**src/rtl/inst_encoder.sv**
```systemverilog
// inst_encoder: packs RV32I fields and a signed immediate into a 32-bit
// instruction word using the I/S/B/U/J immediate layouts.
// Two-stage valid/ready pipeline:
//   stage 1 decodes the format and range-checks the immediate;
//   stage 2 packs the bits.
// Words that cannot be encoded come out as a NOP (addi x0,x0,0) with out_err set.
//
// Ports:
//   clk, reset           rising-edge clock, synchronous active-high reset
//   in_valid/in_ready    input handshake
//   in_opcode            opcode, selects the format
//   in_rd/rs1/rs2/funct3 register and funct3 fields
//   in_imm               signed immediate (byte offset for B/J, full value for U)
//   out_valid/out_ready  output handshake
//   out_inst             encoded word, or 32'h00000013 on error
//   out_err              word is an error substitute
//   err_count            saturating count of errored words delivered
module inst_encoder #(
    parameter int CNT_W = 8
) (
    input  logic             clk,
    input  logic             reset,
    input  logic             in_valid,
    output logic             in_ready,
    input  logic [6:0]       in_opcode,
    input  logic [4:0]       in_rd,
    input  logic [4:0]       in_rs1,
    input  logic [4:0]       in_rs2,
    input  logic [2:0]       in_funct3,
    input  logic [31:0]      in_imm,
    output logic             out_valid,
    input  logic             out_ready,
    output logic [31:0]      out_inst,
    output logic             out_err,
    output logic [CNT_W-1:0] err_count
);

    localparam logic [31:0] NOP = 32'h0000_0013;

    typedef enum logic [2:0] {
        FMT_I,
        FMT_S,
        FMT_B,
        FMT_U,
        FMT_J,
        FMT_BAD
    } fmt_t;

    fmt_t        fmt_d;
    logic        range_ok;

    logic        s1_valid;
    fmt_t        s1_fmt;
    logic        s1_err;
    logic [6:0]  s1_opcode;
    logic [4:0]  s1_rd;
    logic [4:0]  s1_rs1;
    logic [4:0]  s1_rs2;
    logic [2:0]  s1_funct3;
    logic [31:0] s1_imm;

    logic [31:0] pack;
    logic        s2_load;

    // An immediate fits N+1 signed bits when everything from bit N upward
    // is a copy of the sign.
    logic        fits12, fits13, fits21;
    assign fits12 = (&in_imm[31:11]) | ~(|in_imm[31:11]);
    assign fits13 = (&in_imm[31:12]) | ~(|in_imm[31:12]);
    assign fits21 = (&in_imm[31:20]) | ~(|in_imm[31:20]);

    always_comb begin
        fmt_d    = FMT_BAD;
        range_ok = 1'b0;
        case (in_opcode)
            7'b0000011, 7'b0010011, 7'b1100111: begin
                fmt_d    = FMT_I;
                range_ok = fits12;
            end
            7'b0100011: begin
                fmt_d    = FMT_S;
                range_ok = fits12;
            end
            7'b1100011: begin
                fmt_d    = FMT_B;
                range_ok = fits13 & ~in_imm[0];
            end
            7'b0110111, 7'b0010111: begin
                fmt_d    = FMT_U;
                range_ok = ~(|in_imm[11:0]);
            end
            7'b1101111: begin
                fmt_d    = FMT_J;
                range_ok = fits21 & ~in_imm[0];
            end
            default: begin
                fmt_d    = FMT_BAD;
                range_ok = 1'b0;
            end
        endcase
    end

    always_comb begin
        pack = NOP;
        if (!s1_err) begin
            case (s1_fmt)
                FMT_I: pack = {s1_imm[11:0], s1_rs1, s1_funct3, s1_rd, s1_opcode};
                FMT_S: pack = {s1_imm[11:5], s1_rs2, s1_rs1, s1_funct3,
                               s1_imm[4:0], s1_opcode};
                FMT_B: pack = {s1_imm[12], s1_imm[10:5], s1_rs2, s1_rs1, s1_funct3,
                               s1_imm[4:1], s1_imm[11], s1_opcode};
                FMT_U: pack = {s1_imm[31:12], s1_rd, s1_opcode};
                FMT_J: pack = {s1_imm[20], s1_imm[10:1], s1_imm[11], s1_imm[19:12],
                               s1_rd, s1_opcode};
                default: pack = NOP;
            endcase
        end
    end

    // Stage 2 takes a word whenever it is empty or its word leaves this cycle;
    // stage 1 may refill whenever its own word is guaranteed to move on.
    assign s2_load  = ~out_valid | out_ready;
    assign in_ready = ~s1_valid | s2_load;

    always_ff @(posedge clk) begin
        if (reset) begin
            s1_valid  <= 1'b0;
            s1_fmt    <= FMT_BAD;
            s1_err    <= 1'b0;
            s1_opcode <= '0;
            s1_rd     <= '0;
            s1_rs1    <= '0;
            s1_rs2    <= '0;
            s1_funct3 <= '0;
            s1_imm    <= '0;
            out_valid <= 1'b0;
            out_inst  <= '0;
            out_err   <= 1'b0;
            err_count <= '0;
        end else begin
            if (in_ready) begin
                s1_valid <= in_valid;
                if (in_valid) begin
                    s1_fmt    <= fmt_d;
                    s1_err    <= ~range_ok;
                    s1_opcode <= in_opcode;
                    s1_rd     <= in_rd;
                    s1_rs1    <= in_rs1;
                    s1_rs2    <= in_rs2;
                    s1_funct3 <= in_funct3;
                    s1_imm    <= in_imm;
                end
            end
            if (s2_load) begin
                out_valid <= s1_valid;
                if (s1_valid) begin
                    out_inst <= pack;
                    out_err  <= s1_err;
                end
            end
            if (out_valid && out_ready && out_err && (err_count != '1)) begin
                err_count <= err_count + CNT_W'(1);
            end
        end
    end

endmodule
```
**config.mk**
```make
export PLATFORM = sky130hd
export DESIGN_NAME = inst_encoder
export DESIGN_NICKNAME = d
export VERILOG_FILES = /design/src/rtl/inst_encoder.sv
export SDC_FILE = /design/constraint.sdc
export NUM_CORES = 1
export LEC_CHECK = 0
export ABC_AREA = 1
export CAP_MARGIN = 20
export CORE_ASPECT_RATIO = 0.7
export CORE_MARGIN = 4
export CORE_UTILIZATION = 54
export DETAILED_ROUTE_END_ITERATION = 7
export PLACE_DENSITY_LB_ADDON = 0.15
export SLEW_MARGIN = 25
export SYNTH_ARGS = -nofsm -noshare
export SYNTH_HDL_FRONTEND = slang
export SYNTH_SLANG_ARGS = --single-unit
```
**constraint.sdc**
```tcl
create_clock -name clk -period 3.3 [get_ports clk]
set_clock_uncertainty 0.1 [all_clocks]
set_input_delay 0.66 -clock clk [delete_from_list [all_inputs] [get_ports clk]]
set_output_delay 0.66 -clock clk [all_outputs]
set_load 0.01 [all_outputs]
```
=== After elaboration in Yosys (flattened, before gate mapping) ===
Index checks and enable logic that the tools add are counted.

* Register bits after elaboration: 104
* Bits of input ports: 61
* Output and inout bits: 43
* Word-level logic and storage cells: 62

* $add $sub $neg: 1
* Equality and inequality tests: 13
* Muxes and demuxes: 4
* Bitwise operators: 15
* Reduce and logical (&&, ||, !) cells: 16

{| class="wikitable"
|+ Operator list
! operator !! number
|-
| $pmux W32 S5 || 1
|-
| $mux W32 || 1
|-
| $reduce_or A12 Y1 || 2
|-
| $eq A7 B7 Y1 const B || 3
|-
| $reduce_and A21 Y1 || 1
|-
| $reduce_or A21 Y1 || 1
|-
| $reduce_and A20 Y1 || 1
|-
| $reduce_or A20 Y1 || 1
|-
| $pmux W3 S5 || 1
|-
| $eq A7 B5 Y1 const B || 2
|-
| $eq A7 B6 Y1 const B || 2
|-
| $reduce_and A12 Y1 || 1
|-
| $add A8 B1 Y8 const B || 1
|-
| $ne A8 B8 Y1 const B || 1
|-
| $not A1 Y1 || 8
|-
| $eq A7 B2 Y1 const B || 1
|-
| $eq A3 B2 Y1 const B || 2
|-
| $or A1 B1 Y1 || 5
|-
| $pmux W1 S4 || 1
|-
| $reduce_and A2 Y1 || 2
|-
| $reduce_or A4 Y1 || 1
|-
| $eq A3 B1 Y1 const B || 1
|-
| $eq A3 B3 Y1 const B || 1
|-
| $logic_and A1 B1 Y1 || 3
|-
| other kinds (4) || 5
|}

=== Longest topological paths before layout ===
* Word-level depth: 6
* Mapped depth: 10
* Gate-level depth less buffers: 10

=== Worst setup path after synthesis ===
OpenSTA, ideal clock, no wires.

* Kind: input to register
* Start point: in out_ready
* End point: reg out_inst[25]
* Setup time: 70 ps
* Data arrival time: 1541 ps
* Required time: 3130 ps
* Slack: 1589 ps
* Stages: 8
* Buffers on the path: 2
* Cells stage by stage: inv_1 > nand2_2 > nand2_2 > nor3_2 > buf_4 > buf_4 > nand2_1 > a21oi_1

* Word-level cells in the longest chain between the ends: 2

{| class="wikitable"
|+ Ends and longest elaborated chain
! item !! RTL line !! text
|-
| start, declared || 32 || <nowiki>input logic out_ready,</nowiki>
|-
| $or A1 B1 Y1 || 122 || <nowiki>assign s2_load = ~out_valid | out_ready;</nowiki>
|-
| $reduce_and A2 Y1 (no line) || -- ||
|-
| end signal, assigned || 157 || <nowiki>out_inst <= pack;</nowiki>
|-
| end, declared || 33 || <nowiki>output logic [31:0] out_inst,</nowiki>
|}

Every way passes these cells.
A chain may end at the register's enable or synchronous reset.

=== Final worst setup path ===
* Start point: in out_ready
* End point: out in_ready

* Word-level cells in the longest chain between the ends: 2

{| class="wikitable"
|+ Ends and longest elaborated chain
! item !! RTL line !! text
|-
| $or A1 B1 Y1 || 122 ||
|-
| $or A1 B1 Y1 || 123 || <nowiki>assign in_ready = ~s1_valid | s2_load;</nowiki>
|-
| end, declared || 24 || <nowiki>output logic in_ready,</nowiki>
|}

Every way passes these cells.

==> flow_metrics.env <==
export IMPL_cts_hold_buf=0
export IMPL_grt_pass1_vias=4221
export IMPL_cts_resized=0
export IMPL_tightest_slew_ps=808.8
export IMPL_core_rowCount=27
export IMPL_cts_setup_buffers=0
export IMPL_power_mw=2.742
export IMPL_synthArstFlopShare_pct=0
export IMPL_ant_nets=0
export IMPL_die_h_microns=84.11
export IMPL_cts_buffer_depth=2
export IMPL_cts_tree="done"
export IMPL_wl_per_cell_microns=14.89
export IMPL_r2r_slack_ps=1190
export IMPL_drv_slew=0
export IMPL_synth_seq_cells=104
export IMPL_synth_top_area_cell="dfxtp_1"
export IMPL_placed_cell_area_sq_um=5543
export IMPL_synth_top_area_share_pct=46.60
export IMPL_drive_above_1_share_pct=4.252
export IMPL_rr_worst_depth=6
export IMPL_crit_arrival_ps=1890
export IMPL_cts_buffers_inserted=9
export IMPL_io_pins=104
export IMPL_crit_path_start_kind="primary input"
export IMPL_cp_max_fo=3
export IMPL_grt_max_degree=93
export IMPL_cts_sink_count=104
export IMPL_syn_to_final_growth_pct=30.86
export IMPL_die_area_sq_um=9817
export IMPL_critPathRequiredTime_ps=2540
export IMPL_status="completed"
export IMPL_drt_iter0_drc=455
export IMPL_io_buffer_count=103
export IMPL_drt_vias_per_instance=5.417
export IMPL_setup_tns_ps=0
export IMPL_hpwlAfterDp_microns=8684
export IMPL_powerDensity_nw_per_um2=468.9
export IMPL_layout_min_cycle_time_ps=2651
export IMPL_routed_wl_microns=12360
export IMPL_drc=0
export IMPL_finalSetupViolations=0
export IMPL_fin_crit_sh_pct=80.32
export IMPL_final_net_count=786
export IMPL_vdd_drop_max_mv=0.4272
export IMPL_htreeDepth=3
export IMPL_place_inst=814
export IMPL_core_sq_um=7973
export IMPL_avgSynthCellArea_sq_um=7.014
export IMPL_num_vias=4496
export IMPL_yosys_top_cells_area="dfxtp_1 47%, nand2_1 11%, a21oi_1 9.1%"
export IMPL_worst_hold_path_endpoint="s1_imm[6]$_SDFFE_PP0P_"
export IMPL_antenna_found_initial=0
export IMPL_initial_utilization_pct=56.04
export IMPL_grt_pass1_wl_microns=20150
export IMPL_slew_headroom_pct=46.08
export IMPL_clk_insertion_delay_late_ps=350
export IMPL_synth_main_ff_cell="dfxtp_1"
export IMPL_critPathCaptureType="primary output"
export IMPL_drt_pass1_iterations=5
export IMPL_maxCapViolations=0
export IMPL_rsz0062_at_grt="false"
export IMPL_stdcell_area_sq_um=5847
export IMPL_ys_warn_count=0
export IMPL_root_buffer="clkbuf_16"
export IMPL_synth_area_sq_um=4468
export IMPL_hold_slack_ps=352.2
export IMPL_fin_cells=830
export IMPL_r2r_start="s1_fmt[1]$_SDFFE_PP0P_"
export IMPL_power_leakage_nw=2.212
export IMPL_crit_type="in2out"
export IMPL_synth_cells=637
export IMPL_max_freq_mhz=377.3
export IMPL_worstHoldStart="s1_imm[6]$_SDFFE_PP0P_"
export IMPL_min_path_cells=2
export IMPL_place_gp_congestion=0.8721
export IMPL_dpl_worst_slack_ps=643.9
export IMPL_fin_util_pct=73.34
export IMPL_setup_ws_ps=649.5
export IMPL_grt_usage_pct=25.37
export IMPL_ys_seq_area_share_pct=46.60
export IMPL_die_x_microns=116.7
export IMPL_synth_edf_count=0
export IMPL_reg2reg_to="out_inst[18]$_SDFFE_PP0P_"
export IMPL_diodes=0
export IMPL_yosys_cell_types_count=29
export IMPL_final_hold_viol_count=0
export IMPL_clkTransAtPathRegs_ps=70
export IMPL_grt_overflow_total=0
export IMPL_hp_class="reg2reg"
export IMPL_syn_nets=699
## routing by layer
metal | vias to the layer above | global-route usage [%] | part of all wire [%]
li1 | 2257 | - | -
met1 | 2059 | 34.31 | 45
met2 | 165 | 40.42 | 47
met3 | 15 | 6.304 | 7.1
met4 | 0 | 6.875 | 1.3
met5 | - | 0 | 0
## sequential cells by signal, summed over array words and instances, names as in the netlist
name	flops
s1_opcode	7
s1_fmt	3
out_err	1
s1_rs1	5
s1_err	1
out_inst	32
s1_funct3	3
s1_rd	5
s1_valid	1
out_valid	1
s1_imm	32
s1_rs2	5
err_count	8
## critical path, cell delays in order
cell             delay [ps]
clkdlybuf4s50_1         460
inv_1                    70
nand3_1                 140
clkdlybuf4s50_1         560
## layout by cell type, fill, tap and decap left out, types with 4 or more instances in the layout
| master | Yosys | layout |
|---|---|---|
| a21oi_1 | 81 | 81 |
| buf_4 | 5 | 4 |
| clkbuf_16 | 0 | 9 |
| clkdlybuf4s50_1 | 0 | 103 |
| dfxtp_1 | 104 | 104 |
| inv_1 | 57 | 57 |
| nand2_1 | 127 | 126 |
| nand2_2 | 3 | 4 |
| nand3_1 | 18 | 18 |
| nand4_1 | 4 | 4 |
| nor2_1 | 90 | 90 |
| nor3_1 | 5 | 5 |
| o21ai_0 | 80 | 80 |
| o21ai_1 | 6 | 6 |
| o221ai_1 | 4 | 4 |
| o22ai_1 | 10 | 10 |
## area by class of cell
type,instances,area (sq um)
Clock buffer,9,225.2
Multi-Input combinational cell,440,2008
Fill cell,642,2126
Timing Repair Buffer,109,1101
Sequential cell,104,2082
Inverter,60,225.2
Clock inverter,7,78.83
Tap cell,101,126.4
## how the worst max path moves through the flow
| stage | start | to | slack [ps] |
|---|---|---|---|
| floorplan | out_ready | out_inst[25]$_SDFFE_PP0P_ | 1590 |
| global placement | out_ready | in_ready | 690 |
| detailed placement | out_ready | in_ready | 640 |
| CTS | out_ready | in_ready | 630 |
| global route | out_ready | in_ready | 600 |
| finish | out_ready | in_ready | 650 |
## cell usage after synthesis, drive strengths merged, types with 3 or more instances
cell type	count
a21oi	81
buf	16
clkbuf	17
dfxtp	104
inv	59
nand2	130
nand3	18
nand4	4
nor2	92
nor3	6
nor4	3
o21ai	86
o221ai	4
o22ai	10
## power breakdown
part           internal (mW)  leakage, nW  switching (mW)
clock                  0.595        0.139           0.488
combinational          0.136         1.22           0.178
sequential              1.31        0.855          0.0305
## kinds of logic (layout without fill, tap and decap cells)
family	Yosys count	count (layout)	share of synthesized area, %
XOR/XNOR	1	1	0.1961
adder cells (fa/ha/maj)	1	1	0.2800
AND/OR/NAND/NOR	254	254	22.99
flip-flops	104	104	46.60
buffers and inverters	93	185	8.513
AO/OA/AOI/OAI	184	184	21.42
(Power assumes the default switching activity.)
